==> src/rtl/inst_fetch_unit_if.sv <==
// rtl/inst_fetch_unit_if.sv - fetch-unit bus bundle: decoder control, ROM port and IF/ID register
//
// Purpose: groups every non-clock signal of inst_fetch_unit so the fetch unit and
// its environment connect through one port.
// Signals:
//   stall          decode busy, hold PC and IF/ID
//   branch_taken   taken beq resolved for the instruction in IF/ID
//   branch_offset  signed 16-bit word offset of the beq
//   jump           j resolved for the instruction in IF/ID
//   jump_index     26-bit instr_index of the j
//   inst_in        ROM word for pc_out, same cycle
//   pc_out         current fetch address (ROM address)
//   if_id_inst     latched instruction
//   if_id_pc4      latched fetch address + 4
//   if_id_valid    IF/ID holds a real instruction (0 = bubble)
//   fetch_cnt, bubble_cnt  performance counters, present only with IFETCH_PERF_CNT_EN
// Modports: master = decoder/ROM side, slave = fetch unit.
interface inst_fetch_unit_if;
  logic        stall;
  logic        branch_taken;
  logic [15:0] branch_offset;
  logic        jump;
  logic [25:0] jump_index;
  logic [31:0] inst_in;
  logic [31:0] pc_out;
  logic [31:0] if_id_inst;
  logic [31:0] if_id_pc4;
  logic        if_id_valid;
`ifdef IFETCH_PERF_CNT_EN
  logic [31:0] fetch_cnt;
  logic [31:0] bubble_cnt;

  modport master (
    output stall, branch_taken, branch_offset, jump, jump_index, inst_in,
    input  pc_out, if_id_inst, if_id_pc4, if_id_valid, fetch_cnt, bubble_cnt
  );
  modport slave (
    input  stall, branch_taken, branch_offset, jump, jump_index, inst_in,
    output pc_out, if_id_inst, if_id_pc4, if_id_valid, fetch_cnt, bubble_cnt
  );
`else
  modport master (
    output stall, branch_taken, branch_offset, jump, jump_index, inst_in,
    input  pc_out, if_id_inst, if_id_pc4, if_id_valid
  );
  modport slave (
    input  stall, branch_taken, branch_offset, jump, jump_index, inst_in,
    output pc_out, if_id_inst, if_id_pc4, if_id_valid
  );
`endif
endinterface

==> src/rtl/inst_fetch_unit.sv <==
// rtl/inst_fetch_unit.sv - MIPS fetch stage: PC, next-PC selection and IF/ID register
//
// Purpose: holds the PC that addresses the combinational instruction ROM and
// latches the returned word, PC+4 and a valid flag into IF/ID. A taken branch or
// jump from decode redirects the PC and replaces the wrong-path fetch by a bubble;
// stall holds both PC and IF/ID.
// Parameters: RESET_PC (word aligned reset PC), NOP_INST (bubble instruction word).
// Ports:
//   clk    rising-edge clock
//   rst_n  asynchronous active-low reset
//   bus    inst_fetch_unit_if.slave (see interface file for the signal list)
// Optional feature: define IFETCH_PERF_CNT_EN to add fetch_cnt/bubble_cnt counters.
module inst_fetch_unit #(
  parameter logic [31:0] RESET_PC = 32'h0000_0000,
  parameter logic [31:0] NOP_INST = 32'h0000_0000
) (
  input  logic              clk,
  input  logic              rst_n,
  inst_fetch_unit_if.slave  bus
);

  typedef enum logic {BOOT = 1'b0, RUN = 1'b1} state_t;

  state_t      state;
  state_t      state_next;

  logic [31:0] pc_q;
  logic [31:0] inst_q;
  logic [31:0] pc4_q;
  logic        valid_q;

  logic        take_jump;
  logic        take_branch;
  logic        take_fetch;
  logic        flush;
  logic [31:0] pc_plus4;
  logic [31:0] jump_target;
  logic [31:0] branch_target;
  logic [31:0] flush_target;

  // State register
  always_ff @(posedge clk or negedge rst_n) begin
    if (!rst_n) begin
      state <= BOOT;
    end else begin
      state <= state_next;
    end
  end

  // Next state: BOOT lasts exactly one cycle, RUN is permanent until reset
  always_comb begin
    state_next = state;
    case (state)
      BOOT:    state_next = RUN;
      RUN:     state_next = RUN;
      default: state_next = BOOT;
    endcase
  end

  // Outputs of the FSM: which action this edge performs.
  // Only a real instruction in IF/ID may redirect, and never during BOOT.
  always_comb begin
    take_jump   = 1'b0;
    take_branch = 1'b0;
    take_fetch  = 1'b0;
    if (state == RUN) begin
      take_jump   = valid_q && bus.jump;
      take_branch = valid_q && bus.branch_taken && !bus.jump;
      take_fetch  = !take_jump && !take_branch && !bus.stall;
    end
  end

  assign flush         = take_jump || take_branch;
  assign pc_plus4      = pc_q + 32'd4;
  assign jump_target   = {pc4_q[31:28], bus.jump_index, 2'b00};
  assign branch_target = pc4_q + {{14{bus.branch_offset[15]}}, bus.branch_offset, 2'b00};
  assign flush_target  = take_jump ? jump_target : branch_target;

  // PC and IF/ID register; a bubble uses the same values as reset
  always_ff @(posedge clk or negedge rst_n) begin
    if (!rst_n) begin
      pc_q    <= RESET_PC;
      inst_q  <= NOP_INST;
      pc4_q   <= 32'h0;
      valid_q <= 1'b0;
    end else if (flush) begin
      pc_q    <= flush_target;
      inst_q  <= NOP_INST;
      pc4_q   <= 32'h0;
      valid_q <= 1'b0;
    end else if (take_fetch) begin
      pc_q    <= pc_plus4;
      inst_q  <= bus.inst_in;
      pc4_q   <= pc_plus4;
      valid_q <= 1'b1;
    end
  end

  assign bus.pc_out      = pc_q;
  assign bus.if_id_inst  = inst_q;
  assign bus.if_id_pc4   = pc4_q;
  assign bus.if_id_valid = valid_q;

`ifdef IFETCH_PERF_CNT_EN
  logic [31:0] fetch_cnt_q;
  logic [31:0] bubble_cnt_q;

  // Every RUN edge that does not fetch is either a stall or a flush
  always_ff @(posedge clk or negedge rst_n) begin
    if (!rst_n) begin
      fetch_cnt_q  <= 32'h0;
      bubble_cnt_q <= 32'h0;
    end else begin
      if (take_fetch) begin
        fetch_cnt_q <= fetch_cnt_q + 32'd1;
      end
      if ((state == RUN) && !take_fetch) begin
        bubble_cnt_q <= bubble_cnt_q + 32'd1;
      end
    end
  end

  assign bus.fetch_cnt  = fetch_cnt_q;
  assign bus.bubble_cnt = bubble_cnt_q;
`endif

endmodule

==> src/flat_wrapper.sv <==
// flat-port wrapper written by rule: the top's interface ports become plain ports
module inst_fetch_unit_flat 
#(
  parameter logic [31:0] RESET_PC = 32'h0000_0000,
  parameter logic [31:0] NOP_INST = 32'h0000_0000
)
  (clk, rst_n, bus_stall, bus_branch_taken, bus_branch_offset, bus_jump, bus_jump_index, bus_inst_in, bus_pc_out, bus_if_id_inst, bus_if_id_pc4, bus_if_id_valid);
  inst_fetch_unit_if bus_i ();
  input  logic clk;
  input  logic rst_n;
  input wire logic [$bits(bus_i.stall)-1:0] bus_stall;
  input wire logic [$bits(bus_i.branch_taken)-1:0] bus_branch_taken;
  input wire logic [$bits(bus_i.branch_offset)-1:0] bus_branch_offset;
  input wire logic [$bits(bus_i.jump)-1:0] bus_jump;
  input wire logic [$bits(bus_i.jump_index)-1:0] bus_jump_index;
  input wire logic [$bits(bus_i.inst_in)-1:0] bus_inst_in;
  output wire logic [$bits(bus_i.pc_out)-1:0] bus_pc_out;
  output wire logic [$bits(bus_i.if_id_inst)-1:0] bus_if_id_inst;
  output wire logic [$bits(bus_i.if_id_pc4)-1:0] bus_if_id_pc4;
  output wire logic [$bits(bus_i.if_id_valid)-1:0] bus_if_id_valid;
  assign bus_i.stall = bus_stall;
  assign bus_i.branch_taken = bus_branch_taken;
  assign bus_i.branch_offset = bus_branch_offset;
  assign bus_i.jump = bus_jump;
  assign bus_i.jump_index = bus_jump_index;
  assign bus_i.inst_in = bus_inst_in;
  assign bus_pc_out = bus_i.pc_out;
  assign bus_if_id_inst = bus_i.if_id_inst;
  assign bus_if_id_pc4 = bus_i.if_id_pc4;
  assign bus_if_id_valid = bus_i.if_id_valid;
  inst_fetch_unit #(.RESET_PC(RESET_PC), .NOP_INST(NOP_INST)) u_core (.clk(clk), .rst_n(rst_n), .bus(bus_i));
endmodule
==> config.mk <==
export PLATFORM = sky130hd
export DESIGN_NAME = inst_fetch_unit_flat
export DESIGN_NICKNAME = d
export VERILOG_FILES = /design/src/rtl/inst_fetch_unit_if.sv /design/src/rtl/inst_fetch_unit.sv /design/src/flat_wrapper.sv
export SDC_FILE = /design/constraint.sdc
export NUM_CORES = 1
export LEC_CHECK = 0
export CAP_MARGIN = 10
export CORE_UTILIZATION = 49
export CTS_CLUSTER_DIAMETER = 150
export DETAILED_ROUTE_END_ITERATION = 7
export PLACE_DENSITY = 0.81
export SLEW_MARGIN = 20
export SYNTH_ARGS = -nofsm -noshare
export SYNTH_HDL_FRONTEND = slang
export SYNTH_SLANG_ARGS = --single-unit
==> constraint.sdc <==
create_clock -name clk -period 2.9 [get_ports clk]
set_input_delay 0.58 -clock clk [delete_from_list [all_inputs] [get_ports clk]]
set_output_delay 0.58 -clock clk [all_outputs]
set_load 0.005 [all_outputs]
* After elaboration in Yosys (flattened, before gate mapping) *
Index checks and enable logic that the tools add are counted.

word-level totals
  bits in registers = 98
  input port bits = 79
  output and inout bits = 97
  logic and storage cells = 29

cells by class
  $add $sub $neg = 2
  multiplexer cells = 11
  reduce and logical (&&, ||, !) cells = 11

operators by type and width
  kind                   number
  $mux 32                6
  $add 32x3->32 const B  1
  $add 32x32->32         1
  $logic_and 1x1->1      5
  $mux 1                 5
  $logic_not 1->1        4
  $reduce_bool 2->1      1
  $logic_or 1x1->1       1

* Depth between registers and ports, before layout *
  depth after elaboration = 8
  gate-level depth with buffers = 10
  mapped depth without buffers = 10

* Least setup slack after synthesis *
Ideal clock, no wire load.

  kind = in2reg
  start = input port bus_branch_offset[13]
  end = register u_core.pc_q[31], in the netlist u_core.bus.pc_out[31]
  library setup time = 78 ps
  arrival = 2639 ps
  required time = 2822 ps
  path slack = 183 ps
  stages on the path = 9
  buffers on the path = 0
  cells stage by stage = ha_1 > and3_1 > a221o_1 > o41ai_1 > o31ai_1 > nor3_1 > and4b_1 > o32ai_1 > o21bai_1

between the ends
  longest elaborated chain between the ends = 3

ends and longest elaborated chain
  element                 RTL line               RTL
  start: declaration      flat_wrapper.sv:13     input wire logic [$bits(bus_i.branch_offset)-1:0] bus_branch_offset;
  $add 32x32->32          inst_fetch_unit.sv:76  assign branch_target = pc4_q + {{14{bus.branch_offset[15]}}, bus.branch_offset, 2'b00};
  $mux 32                 inst_fetch_unit.sv:77  assign flush_target = take_jump ? jump_target : branch_target;
  $mux 32                 inst_fetch_unit.sv:86  end else if (flush) begin
  end signal: assignment  inst_fetch_unit.sv:87  pc_q <= flush_target;
  end signal: assignment  inst_fetch_unit.sv:92  pc_q <= pc_plus4;
  end: declaration        inst_fetch_unit.sv:27  logic [31:0] pc_q;

No other way between the ends.
A chain may end at the register's enable or synchronous reset.

* Worst setup path in the final report *
  start = input port bus_branch_offset[2]
  end = register u_core.pc_q[25], in the netlist u_core.bus.pc_out[25]

The elaborated chain is that of the path after synthesis.

==> summary.md <==
| Metric | Value |
|---|---|
| Run status | completed |
| Via-to-Cell Ratio | 5.78 |
| Drt total wl | 21.9 mm |
| Setup TNS | 0 ps |
| Router iterations before antenna repair | 5 |
| Clock tree sinks | 98 |
| Fin util | 0.749 |
| Synth Net Count | 879 |
| Clk Latency, worst-skew pair | 360 ps |
| Met3 wire length | 2.04 mm |
| Depth of the worst register-to-register path | 10 |
| Slew margin rel. | 0.530 |
| Initial Util | 0.509 |
| Distinct cells, synth | between 60 and 70 |
| Syn-to-layout area delta | 47.2% |
| Minimum clock period | 2770 ps |
| Startpoint Class | primary input |
| Asr flop ratio synth | 1.00 |
| Initial antenna violation count | 0 |
| Total number of vias | 6941 |
| Final count of hold timing violations | 0 |
| FF+latch count, synth | 98 |
| CP Max Fanout | 5 |
| GRT overflow | 0 |
| Vias in the first global route | 6640 |
| 1st-iter DRT viols | 624 |
| Root Buffer | clkbuf_16 |
| Met2 Routed Length | 10.2 mm |
| Post-synth top flop | dfrtp_1 |
| Clock buffer depth | 2 |
| IO Pins | roughly 180 |
| Placed Area | a little over 9000 um2 |
| DR top layer | met4 |
| Largest net degree at the start of global routing | 61 |
| Die Y | 117 um |
| Final worst-path cycle share | 0.956 |
| CTS tree | built |
| Clk slew on worst S/H paths | 70 ps |
| Hold crit path type | primary input to async pin |
| HPWL Detailed | 16.0 mm |
| Setup violators final | 0 |
| Num CTS Buffers | 9 |
| Kind of end point of the critical path | flip-flop |
| Most common cell after layout, fill and taps aside | clkdlybuf4s50_1 |
| Post-route clock skew | roughly 9.6 ps |
| Worst Tran Pin Value | 703 ps |
| Drt drc | 0 |
| Most frequent cells in the layout | clkdlybuf4s50_1 (167), nand2_1 (130), buf_4 (111) |
| Final ANT Viol Nets | 0 |
| Die area | around 14000 um2 |
| Startpoint of the worst register-to-register path | u_core.bus.if_id_pc4[14] |
| Post-layout net count | between 1000 and 1500 |
| Hold Buf Count CTS | 0 |
| Mapped Area | ~6500 um2 |
| Critical path class | primary input to flip-flop |
| EDFF count, synth | 0 |
| Port Buffer Count | 175 |
| Max Transition Viols Final | 0 |
| Pwr Total | around 0.0073 W |
| R2R Setup Slk | 200 ps |
| Die W | 117 um |
| Number of max-cap violations | 0 |
| Max rail drop VDD | 544 uV |
| First-pass GRT wire length | 33.9 mm |
| CP required | 3140 ps |
| Register area share after synthesis | 0.377 |
| Mean post-synth cell area | 8.45 um2 |
| Final RePlAce weighted congestion | 0.943 |
| Fin area | 9570 um2 |
| Core area | around 13000 um2 |
| Worst Path Arrival | 3020 ps |
| LEAKAGE | 4.11 nW |
| Gate Count Post-Synth | 769 |
| Row count | 41 |
| Layout cells sized above 1 | 0.152 |
| N_diodes | 0 |
| Met1 Routed Length | 9.06 mm |
| WL per Instance | ~18 um |
| H-tree depth | 3 |
| Worst r2r dst | u_core.bus.pc_out[31] |
| Max frequency | 361 MHz |
| Synth Warn # | 0 |
| Power Density | 760 nW/um2 |
| GRT Total Usage | 0.329 |
==> worst max-delay path: stages <==
cell and delay (ps):
clkdlybuf4s50_1 420, ha_1 360, a21oi_1 240, a211oi_1 120
buf_4 150, o21ai_1 220, nand2_1 160, a311oi_1 310
o21bai_1 120, xnor2_1 250, o21ai_1 90
==> Yosys cell counts, types with 10 or more instances <==
cell type | n | area (um2)
ha_1 | 30 | 375
a211oi_1 | 31 | 233
nor3_1 | 12 | 60.1
xor2_1 | 32 | 280
nand3_1 | 21 | 105
a31oi_1 | 10 | 62.6
dfrtp_1 | 98 | 2450
a21oi_1 | 83 | 415
nand2_1 | 131 | 492
nand4_1 | 12 | 75.1
o21ai_0 | 33 | 165
clkbuf_1 | 34 | 128
a21o_1 | 11 | 82.6
xnor2_1 | 39 | 342
nor2_1 | 71 | 267
==> kinds of logic (layout without fill, tap and decap cells) <==
logic type | Yosys count | after routing | share of synthesized area
muxes | 3 | 3 | 0.00462
AOI/OAI and AO/OA | 229 | 229 | 0.223
xor gates and xnor gates | 71 | 71 | 0.0957
and+or+nand+nor | 284 | 284 | 0.197
adders and majority gates | 31 | 31 | 0.0608
buffers and inverters | 52 | 311 | 0.0408
other | 1 | 1 | 0.000577
DFF | 98 | 98 | 0.377
==> stage by stage <==
stage	hold WS, ps	instances	worst slack [ps]
after floorplan	284	769	183
after global placement	509	1181	-365
after detailed placement	518	1181	-402
after CTS	220	1197	32.2
after global routing	243	1200	-5.19
final	204	1200	128
==> per-layer routing <==
layer / vias up / global-route usage
li1: 3244 / -
met1: 3337 / 0.422
met2: 313 / 0.526
met3: 47 / 0.0906
met4: 0 / 0.136
met5: - / 0
==> worst max path at each step <==
| stage | from | end | slack, ps |
|---|---|---|---|
| floorplan | bus_branch_offset[13] | u_core.bus.pc_out[31] | 180 |
| global placement | bus_branch_offset[0] | u_core.bus.pc_out[24] | -370 |
| detailed placement | bus_branch_offset[0] | u_core.bus.pc_out[24] | -400 |
| CTS | bus_branch_offset[13] | u_core.bus.pc_out[25] | 30 |
| global route | bus_branch_offset[10] | u_core.bus.pc_out[31] | -5 |
| finish | bus_branch_offset[2] | u_core.bus.pc_out[25] | 130 |
==> where the power goes <==
group | internal, W | switching (W)
Sequential | 0.00173 | 0.000523
Clock | 0.000603 | 0.000588
Combinational | 0.00212 | 0.00171
Total | 0.00446 | 0.00282
==> cell type report <==
| class | instances | area [um2] |
|---|---|---|
| multi-input cells | 619 | 3920 |
| clock buffers | 10 | 229 |
| inverters | 6 | 22.5 |
| fillers | 935 | 3200 |
| repair buffers | 289 | 2670 |
| well taps | 172 | 215 |
| flip-flops and latches | 98 | 2450 |
| clock inverters | 6 | 57.6 |
==> sequential cells by signal, indices dropped and copies added, names as in the netlist <==
name and count:
u_core.bus.if_id_inst 32, u_core.bus.pc_out 32, u_core.state 1, u_core.bus.if_id_pc4 32
u_core.bus.if_id_valid 1
==> timing repair <==
action,CTS,global route
pin swaps,1,15
endpoints found under the setup margin,4,11
hold endpoints to repair,0,0
gates resized for setup,3,23
buffers inserted,0,3
No activity file was read; power rests on OpenSTA's default activity.
